[src/rtl/serial_pkg.sv]
// Shared types and constants for the serial transmit arbiter slice.
package serial_pkg;

   localparam int unsigned BYTE_W      = 8;
   localparam int unsigned DEF_TIMEOUT = 1023;

   typedef enum logic {
      ST_IDLE = 1'b0,
      ST_XFER = 1'b1
   } state_t;

endpackage

[src/rtl/serial_tx_arbiter_rr_pick.sv]
// Combinational round-robin picker: first requester above last_grant, wrapping modulo NREQ.
module rr_pick #(
   parameter int unsigned NREQ = 2,
   parameter int unsigned LGW  = 1
) (
   input  logic [NREQ-1:0] req,
   input  logic [LGW-1:0]  last_grant,
   output logic [NREQ-1:0] pick,
   output logic            any_req
);

   logic found;

   always_comb begin
      pick  = '0;
      found = 1'b0;
      for (int unsigned k = 1; k <= NREQ; k++) begin
         for (int unsigned i = 0; i < NREQ; i++) begin
            if (!found && req[i] && (i == (32'(last_grant) + k) % NREQ)) begin
               pick[i] = 1'b1;
               found   = 1'b1;
            end
         end
      end
   end

   assign any_req = |req;

endmodule

[src/rtl/serial_tx_arbiter.sv]
// Packet-granular round-robin arbiter sharing the serial transmitter write port,
// with a stall watchdog that revokes a grant held by a dead requester.
module serial_tx_arbiter
   import serial_pkg::*;
#(
   parameter int unsigned NREQ    = 2,
   parameter int unsigned TIMEOUT = DEF_TIMEOUT,
   parameter int unsigned TW      = 10
) (
   input  logic                   clk,
   input  logic                   reset,
   input  logic [NREQ-1:0]        req_valid,
   input  logic [NREQ-1:0]        req_last,
   input  logic [BYTE_W*NREQ-1:0] req_data,
   output logic [NREQ-1:0]        req_ready,
   input  logic                   tx_full,
   output logic                   xmit,
   output logic [BYTE_W-1:0]      txchar,
   output logic [NREQ-1:0]        grant,
   output logic                   busy,
   output logic                   timeout_err,
   input  logic                   err_clr
);

   localparam int unsigned    LGW       = (NREQ > 1) ? $clog2(NREQ) : 1;
   localparam logic [LGW-1:0] LG_RESET  = LGW'(NREQ - 1);
   // Revocation lands on the cycle after the TIMEOUT-th stalled cycle.
   localparam logic [TW-1:0]  STALL_MAX = TW'(TIMEOUT - 1);

   state_t            state;
   logic [LGW-1:0]    last_grant;
   logic [LGW-1:0]    owner;
   logic [TW-1:0]     stall;
   logic [NREQ-1:0]   pick;
   logic              any_req;
   logic              hs;
   logic              hs_last;
   logic [BYTE_W-1:0] sel_data;

   rr_pick #(
      .NREQ (NREQ),
      .LGW  (LGW)
   ) u_pick (
      .req        (req_valid),
      .last_grant (last_grant),
      .pick       (pick),
      .any_req    (any_req)
   );

   // Blocking on xmit spaces writes two cycles apart so tx_full is current for each one.
   always_comb begin
      req_ready = '0;
      if (state == ST_XFER && !tx_full && !xmit)
         req_ready = grant;
   end

   assign hs      = |(req_valid & req_ready);
   assign hs_last = |(req_valid & req_ready & req_last);

   always_comb begin
      owner    = '0;
      sel_data = '0;
      for (int unsigned i = 0; i < NREQ; i++) begin
         if (grant[i]) begin
            owner    = LGW'(i);
            sel_data = req_data[i*BYTE_W +: BYTE_W];
         end
      end
   end

   always_ff @(posedge clk) begin
      if (reset) begin
         state       <= ST_IDLE;
         grant       <= '0;
         xmit        <= 1'b0;
         txchar      <= '0;
         busy        <= 1'b0;
         timeout_err <= 1'b0;
         last_grant  <= LG_RESET;
         stall       <= '0;
      end else begin
         xmit <= 1'b0;
         if (err_clr)
            timeout_err <= 1'b0;
         case (state)
            ST_IDLE: begin
               if (any_req) begin
                  state <= ST_XFER;
                  grant <= pick;
                  busy  <= 1'b1;
                  stall <= '0;
               end
            end
            ST_XFER: begin
               if (hs) begin
                  xmit   <= 1'b1;
                  txchar <= sel_data;
                  stall  <= '0;
                  if (hs_last) begin
                     state      <= ST_IDLE;
                     grant      <= '0;
                     busy       <= 1'b0;
                     last_grant <= owner;
                  end
               end else if (stall == STALL_MAX) begin
                  state       <= ST_IDLE;
                  grant       <= '0;
                  busy        <= 1'b0;
                  timeout_err <= 1'b1;
                  last_grant  <= owner;
                  stall       <= '0;
               end else begin
                  stall <= stall + 1'b1;
               end
            end
         endcase
      end
   end

endmodule

[config.mk]
export PLATFORM = sky130hd
export DESIGN_NAME = serial_tx_arbiter
export DESIGN_NICKNAME = d
export VERILOG_FILES = /design/src/rtl/serial_pkg.sv /design/src/rtl/serial_tx_arbiter_rr_pick.sv /design/src/rtl/serial_tx_arbiter.sv
export SDC_FILE = /design/constraint.sdc
export NUM_CORES = 1
export LEC_CHECK = 0
export CAP_MARGIN = 20
export CORE_UTILIZATION = 30
export CTS_CLUSTER_SIZE = 10
export DETAILED_ROUTE_END_ITERATION = 8
export DONT_BUFFER_PORTS = 1
export PLACE_DENSITY = 0.56
export SYNTH_ARGS = -nofsm -noshare
export SYNTH_HDL_FRONTEND = slang
export SYNTH_HIERARCHICAL = 1
export SYNTH_SLANG_ARGS = --single-unit
export TNS_END_PERCENT = 5
[constraint.sdc]
create_clock -name clk -period 1.6 [get_ports clk]
set_clock_uncertainty 0.05 [all_clocks]
set_input_delay 0.32 -clock clk [delete_from_list [all_inputs] [get_ports clk]]
set_output_delay 0.32 -clock clk [all_outputs]
set_load 0.01 [all_outputs]
* Yosys cells after proc, flatten, opt, wreduce, memory -nomap -nowiden
Cells that the tools add are included.
** Word-level totals
- Register bits :: 25
- Input bits :: 24
- Word-level logic and storage cells :: 80
** Operators by class
- $add $sub $neg :: 3
- Equality and inequality tests :: 5
- Muxes and demuxes :: 37
- Bitwise gates (word level) :: 3
- Reductions and logical operators :: 24
** Operator list (count)
- $logic_not A32 Y1 :: 2
- $mux W10 :: 3
- $mux W1 :: 23
- $pmux W10 S2 :: 1
- $mux W8 :: 2
- $add A10 B1 Y10 const B :: 1
- $eq A10 B10 Y1 const B :: 1
- $mux W2 :: 5
- $logic_and A1 B1 Y1 :: 9
- $reduce_or A2 Y1 :: 4
- $reduce_and A3 Y1 :: 2
- $logic_not A1 Y1 :: 5
- $and A2 B2 Y2 :: 2
- $pmux W1 S2 :: 2
- $pmux W2 S2 :: 1
- $ne A3 B1 Y1 const B :: 1
- $ne A3 B2 Y1 const B :: 1
- $add A1 B1 Y1 const B :: 2
- $ne A2 B1 Y1 const B :: 1
- $ne A2 B2 Y1 const B :: 1
- $reduce_and A2 Y1 :: 1
- $reduce_bool A2 Y1 :: 1
- $not A1 Y1 :: 1

* Longest topological paths before layout
Gate-level depths: netlist (run 1).
- Word-level depth :: 18
- Depth in mapped cells :: 7

* Hierarchy
The synthesis (run 1) kept the hierarchy.
** Modules (own cells, without submodules)
- serial_tx_arbiter :: times used 1, cells each 134, area an instance 1211.2 um^2, seq. area each 500.5 um^2
- rr_pick :: times used 1, cells each 4, area an instance 25.0 um^2, seq. area each 0.0 um^2

* Worst setup path after synthesis (run 1)
No wires, ideal clock.
- Path type :: register to register
- From :: register stall[0]
- To :: register last_grant
- Setup time :: 72 ps
- Arrival :: 1526 ps
- Data required time :: 1478 ps
- Path slack :: -48 ps
- Cell stages (with the launch flop) :: 8
- Path buffers :: 1
- Period minus slack after synthesis :: 1648 ps
- Cells stage by stage :: dfxtp_1 -> inv_1 -> ha_1 -> nand4_1 -> or3_1 -> buf_2 -> o32ai_2 -> mux2i_1
** Between the ends
- Word-level cells in the longest chain between the ends :: 3
** RTL lines
- start, declared :: line serial_tx_arbiter.sv:33 : logic [TW-1:0] stall;
- start signal, assigned :: line serial_tx_arbiter.sv:113 : stall <= stall + 1'b1;
- $eq A10 B10 Y1 :: line serial_tx_arbiter.sv:105 : end else if (stall == STALL_MAX) begin
- $reduce_bool A2 Y1 (no line)
- $reduce_and A3 Y1 (no line)
- end signal, assigned :: line serial_tx_arbiter.sv:103 : last_grant <= owner;
- end signal, assigned :: line serial_tx_arbiter.sv:110 : last_grant <= owner;
- end, declared :: line serial_tx_arbiter.sv:31 : logic [LGW-1:0] last_grant;
No other way between the ends.
A chain may end at the register's enable or synchronous reset.

* Worst setup path in the final report (run 1)
Ends and elaborated chain as after synthesis.

==> out/metrics.cfg, run 1 <==
[detailed_routing]
wl_met3_microns = 197
drc = 0
drtIter0Drc = 28
wl_met1_microns = 1160
avgRoutedWirePerCell_microns = 13.3
met2_length_microns = 1290
wl_microns = 2680
num_vias = 1058
ant_nets = 0
vias_per_cell = 5.26
first_pass_iters = 4
top_layer = met4

[placement]
dp.cells = 197
dp_hpwl_microns = 2070
pre_cts_ws_ns = -0.0815
port_buffers = 0
gp_congestion = 0.731

[clock_tree]
cts_hold_buf = 0
cts_buffers = 3
cts_tree = yes
clock_latency_ns = 0.28
clk_pin_slew_ns = 0.09
htreeDepth = 1
postCtsSetupBuffers = 0
cts_buffer_depth = 2
cts_sinks = 25
cts_root_buf = clkbuf_8

[timing]
timing.hold.ws_ns = 0.0567
setup_violations = 0
tns_ns = 0
layout_min_cycle_time_ns = 1.60
final_hold_viol_count = 0
fmaxAchievable_mhz = 625
relSlewSlack_pct = 74.5
period_share_pct = 100
tightest_slew_ns = 0.380
worst_slack_ns = 0.0000170
rsz0062_at_grt = yes
slew_violations = 0

[synthesis]
yosys_warnings = 6
synth_top_area_cell = dfxtp_1
synth_edf_count = 0
synth.distinct_cells = 42
async_reset_ff_share_pct = 0
netlist_instances = 138
ys.flop_type = dfxtp_1
seq_area_frac_synth_pct = 40.5
ys_ff_latch = 25
synth_fp_nets = 164
synthTopCellsByCount = dfxtp_1 (25), nor2_1 (15), nor3_1 (11), a22oi_1 (10)
ys_top_cells_by_area = dfxtp_1 (40%), a22oi_1 (6.1%), nor2_1 (4.6%)
yosysMostFrequentCell = dfxtp_1
synth.top_cell.area_share_pct = 40.5
syn-cell-area_sq_um = 1240
avgSynthCellArea_sq_um = 8.96

[critical_path]
reg2regPathDepth = 6
crit_chain = inv_2, ha_1, nand4_1, or3_4, o32ai_4, mux2i_1
crit_family = simple AND/OR/NAND/NOR gates
rr_endpoint = last_grant$_SDFFE_PP1P_
critical-path-slowest-cell = or3_4
required_ns = 1.76
max_stage_delay_ns = 0.40
crit_buf_inv = 1
crit_path_end_kind = flip-flop
crit_path_max_fanout = 5
r2r_start = stall[0]$_SDFFE_PP0P_
arrival_ns = 1.76
critPathKind = flip-flop to flip-flop
start_kind = flip-flop
r2r_setup_slack_ns = 0.00002

[grt]
grt_pass1_wl_microns = 4490
grt_pass1_vias = 1101
grt_overflow = 0
grt_max_degree = 28
antenna_found_initial = 0
grt_usage_pct = 13.3

[cells_and_area]
final_cells = 201
nFillCells = 381
area_growth_pct = 20.6
fin_nets = 180
diodes = 0
drive_gt1_share_pct = 25.5

[floorplanning]
start_util_pct = 32.5
core-area_sq_um = 3800
dieHeight_microns = 66.2
rows = 22
die_w_microns = 66.2
ios = 39
die_area_sq_um = 4380

[hold_path]
hold_start = reset
whs_path_depth = 1
hp-class = input port to flip-flop
hold_end = timeout_err$_SDFF_PP0_

[pwr]
power.density_nw_per_um2 = 787
finalPower_mw = 1.17
ir_drop_mv = 0.323
power_leakage_nw = 0.511

[job]
maxCapViolations = 0

[outcome]
status = completed

## report_power, final
part           internal (mW)  switching, mW
Sequential             0.638         0.0141
Clock                  0.177          0.211
Combinational         0.0629         0.0712
Total                  0.878          0.296
## worst max path at each step
stage	from	to	slack, ns	cells past startpoint
after floorplan	stall[0]$_SDFFE_PP0P_	last_grant$_SDFFE_PP1P_	-0.01	7
after global placement	stall[0]$_SDFFE_PP0P_	last_grant$_SDFFE_PP1P_	-0.01	6
after detailed placement	stall[0]$_SDFFE_PP0P_	last_grant$_SDFFE_PP1P_	-0.08	6
after CTS	state$_SDFF_PP0_	stall[7]$_SDFFE_PP0P_	-0.02	4
after global routing	state$_SDFF_PP0_	grant[1]$_SDFFE_PP0P_	-0.07	4
final	stall[0]$_SDFFE_PP0P_	last_grant$_SDFFE_PP1P_	0.00002	6
## timing repair
action / CTS / global route
pin swaps: 2 / 3
resized for setup: 6 / 4
setup endpoints to repair: 15 / 15
## cell usage in the layout, fill, tap and decap left out, types with 2 or more instances in the layout
cell / count
a211oi_2: 2
ha_1: 2
inv_1: 4
nand4_1: 3
clkbuf_8: 3
nand2b_1: 4
a22oi_1: 10
a31oi_1: 2
inv_2: 2
dfxtp_1: 23
xnor2_1: 6
nand3_1: 3
a21boi_1: 2
nor2_1: 15
dfxtp_2: 2
buf_4: 18
nand2_1: 6
a21oi_1: 3
a211oi_1: 6
o21ai_1: 2
nor3_1: 10
and2_4: 2
## metal layers
metal | vias to the layer above | global-route usage (%)
met5 | - | 0
met4 | 0 | 6.12
met3 | 4 | 3.97
met2 | 39 | 24.9
met1 | 484 | 13.4
li1 | 531 | -
## through the flow
stage	utilization, %	instance area [sq um]
5_1_grt	39.3	1490
3_3_place_gp	37.1	1410
4_1_cts	38.9	1480
2_1_floorplan	-	1250
3_5_place_dp	37.1	1410
6_report	39.3	1490
## flip-flops by register name, indices dropped and copies added, names as in the netlist
name / flops
stall: 10
txchar: 8
grant: 2
busy: 1
last_grant: 1
state: 1
timeout_err: 1
xmit: 1
## layout make-up
class	count	area (sq um)	share of cell area (%)
Sequential cell	25	503	33.7
Timing Repair Buffer	19	146	9.82
Multi-Input combinational cell	99	711	47.7
Clock buffer	3	41.3	2.77
Inverter	6	22.5	1.51
Clock inverter	1	7.51	0.503
Tap cell	48	60.1	4.03
## cells by family after synthesis
| group | share of synthesized area (%) |
|---|---|
| AND/OR/NAND/NOR | 24.1 |
| adder cells (fa/ha/maj) | 2.02 |
| flip-flops | 40.5 |
| multiplexers | 0.810 |
| AO/OA/AOI/OAI | 23.1 |
| XOR/XNOR | 4.25 |
| buffers and inverters | 5.26 |
Power figures use the tool's default switching activity.
==> run 2, diff against run 1 <==
Settings changed: ABC_CLOCK_PERIOD_IN_PS set to 1600, GPL_TIMING_DRIVEN set to 0, SLEW_MARGIN set to 15.
==> run 2 against run 1 <==
The flow now finishes with violations (negative setup slack). Count of clock-buffer cells in the layout did not move. Clock power about the same. Flip-flop and latch count stayed put. Worst hold slack improved by 0.11 ns. Setup slack worse by 0.062 ns. Combinational power fell by 9%. Highest routed layer is now met3.
==> out/metrics.cfg, run 2 (synthesis gave the netlist of run 1 again) <==
[outcome]
status = finished, violations left
violations = negative setup slack

[timing]
fmaxAchievable_mhz = 602  ; -3.7%
worst_slack_ns = -0.0621  ; -0.0621 ns
relSlewSlack_pct = 64.5  ; -10 points
slew_violations = 0  ; unchanged
setup_violations = 11  ; +11
final_hold_viol_count = 0  ; unchanged
period_share_pct = 104  ; +3.9 points
tightest_slew_ns = 0.533  ; +0.152 ns
rsz0062_at_grt = yes
layout_min_cycle_time_ns = 1.66  ; +0.0621 ns

[pwr]
power_leakage_nw = 0.451  ; -12%
ir_drop_mv = 0.367  ; +13%
power.density_nw_per_um2 = 823  ; +4.5%

[floorplanning]
start_util_pct = 32.5  ; unchanged
die_w_microns = 66.2  ; unchanged
dieHeight_microns = 66.2  ; unchanged
die_area_sq_um = 4380  ; unchanged
ios = 39  ; unchanged
rows = 22  ; unchanged
core-area_sq_um = 3800  ; unchanged

[grt]
grt_max_degree = 16  ; -43%
grt_usage_pct = 12.6  ; -0.77 points
grt_overflow = 0  ; unchanged
grt_pass1_wl_microns = 4240  ; -5.7%
grt_pass1_vias = 975  ; -11%
antenna_found_initial = 0  ; unchanged

[critical_path]
crit_buf_inv = 0  ; -1
r2r_setup_slack_ns = -0.06  ; -0.06 ns
max_stage_delay_ns = 0.45  ; +0.05 ns
required_ns = 1.72  ; -0.04 ns
timing.critical_path.from = state$_SDFF_PP0_
arrival_ns = 1.78  ; +0.02 ns
critPathKind = flip-flop to flip-flop
r2r_start = state$_SDFF_PP0_
crit_path_max_fanout = 8  ; +3
crit_family = compound AO/OA/AOI/OAI gates
crit_chain = or3b_4, o21a_4, a221oi_2, o21ai_1
start_kind = flip-flop
crit_path_end_kind = flip-flop
critical-path-slowest-cell = or3b_4

[detailed_routing]
num_vias = 1031  ; -2.6%
vias_per_cell = 5.37  ; +2.0%
drtIter0Drc = 14  ; -50%
avgRoutedWirePerCell_microns = 13.7  ; +2.5%
ant_nets = 0  ; unchanged
drc = 0  ; unchanged
wl_microns = 2620  ; -2.1%
first_pass_iters = 4  ; unchanged

[placement]
place_area_sq_um = 1310  ; -6.9%
dp.cells = 186  ; -5.6%
gp_congestion = 0.745  ; +1.8%
dp_hpwl_microns = 1940  ; -6.4%
port_buffers = 0  ; unchanged

[clock_tree]
clk_pin_slew_ns = 0.09  ; about the same
cts_hold_buf = 0  ; unchanged
cts_root_buf = clkbuf_8
cts_buffers = 3  ; unchanged
cts_buffer_depth = 2  ; unchanged
cts_sinks = 25  ; unchanged
htreeDepth = 1  ; unchanged
clock_latency_ns = 0.27  ; about the same
cts_tree = yes

[cells_and_area]
area_growth_pct = 15.0
diodes = 0  ; unchanged
top_register = stall
fin_nets = 171  ; -5.0%
postLayoutCellArea_sq_um = 1420  ; -4.7%
final_cells = 192  ; -4.5%
utilization_pct = 37.4  ; -1.8 points
largest_reg_flops = 10  ; unchanged
final_cell_mix = dfxtp_1 (17), nor2_1 (15), nor3_1 (10), a22oi_1 (9), dfxtp_2 (7)
drive_gt1_share_pct = 22.9  ; -2.6 points
layout_commonest_cell = dfxtp_1
reg_top3 = stall x10, txchar x8, grant x2

[hold_path]
hp-class = input port to flip-flop
hold_start = req_valid[0]

[job]
maxCapViolations = 0  ; unchanged

==> run 2: worst reg2reg max path, cell delays in order (launching register included) <==
cell and delay (ns):
dfxtp_4 0.39, or3b_4 0.45, o21a_4 0.28, a221oi_2 0.29, o21ai_1 0.10
==> run 2: metrics by stage <==
| stage | total power [mW] | hold WS (ns) | setup TNS (ns) | worst slack [ns] |
|---|---|---|---|---|
| 5_1_grt | 1.24 | 0.151 | -1.74 | -0.174 |
| 2_1_floorplan | 0.763 | 0.424 | -0.0119 | -0.0108 |
| 3_3_place_gp | 0.783 | 0.452 | -0.982 | -0.130 |
| 3_5_place_dp | 0.787 | 0.456 | -1.23 | -0.139 |
| 4_1_cts | 1.19 | 0.159 | -1.02 | -0.132 |
| 6_report | 1.17 | 0.163 | -0.543 | -0.0621 |
==> run 2: worst paths after layout <==
path | end | cells past startpoint
min | grant[1]$_SDFFE_PP0P_ | 3
max reg2reg | grant[0]$_SDFFE_PP0P_ | 4
min reg2reg | grant[1]$_SDFFE_PP0P_ | 2
max | grant[0]$_SDFFE_PP0P_ | 4
==> run 2: layout make-up <==
class	count	area (sq um)
inverter	6	22.5
multi-input combinational	99	712
buffer	7	42.5
tap	48	60.1
clock inverter	1	7.51
clock buffer	3	41.3
timing repair buffer	3	22.5
sequential	25	513
fill	394	2380
==> run 2: power by group <==
group | total [mW] | leakage [nW] | switching [mW] | internal (mW)
Combinational | 0.122 | 0.223 | 0.0715 | 0.0508
Clock | 0.387 | 0.0217 | 0.210 | 0.177
Sequential | 0.660 | 0.207 | 0.0214 | 0.638
==> run 2: metal layers <==
layer	vias up	share of wire, %	GRT usage, %
li1	517	-	-
met1	480	43	13.3
met2	34	50	23.7
met3	0	7.0	4.83
met4	0	0	1.60
met5	-	0	0
==> run 2: timing repair <==
action                                  CTS  global route
pin swaps                                 3             5
setup buffers                             2             1
hold endpoints to repair                  0             0
gates cloned                              0             0
resized for setup                         8            12
endpoints found under the setup margin   16            21
==> run 3, diff against run 2 <==
Settings changed: GPL_TIMING_DRIVEN 0 to not set.
==> results of run 3 <==
Same layout as run 1: the final DEF is identical, and so are final timing and power.
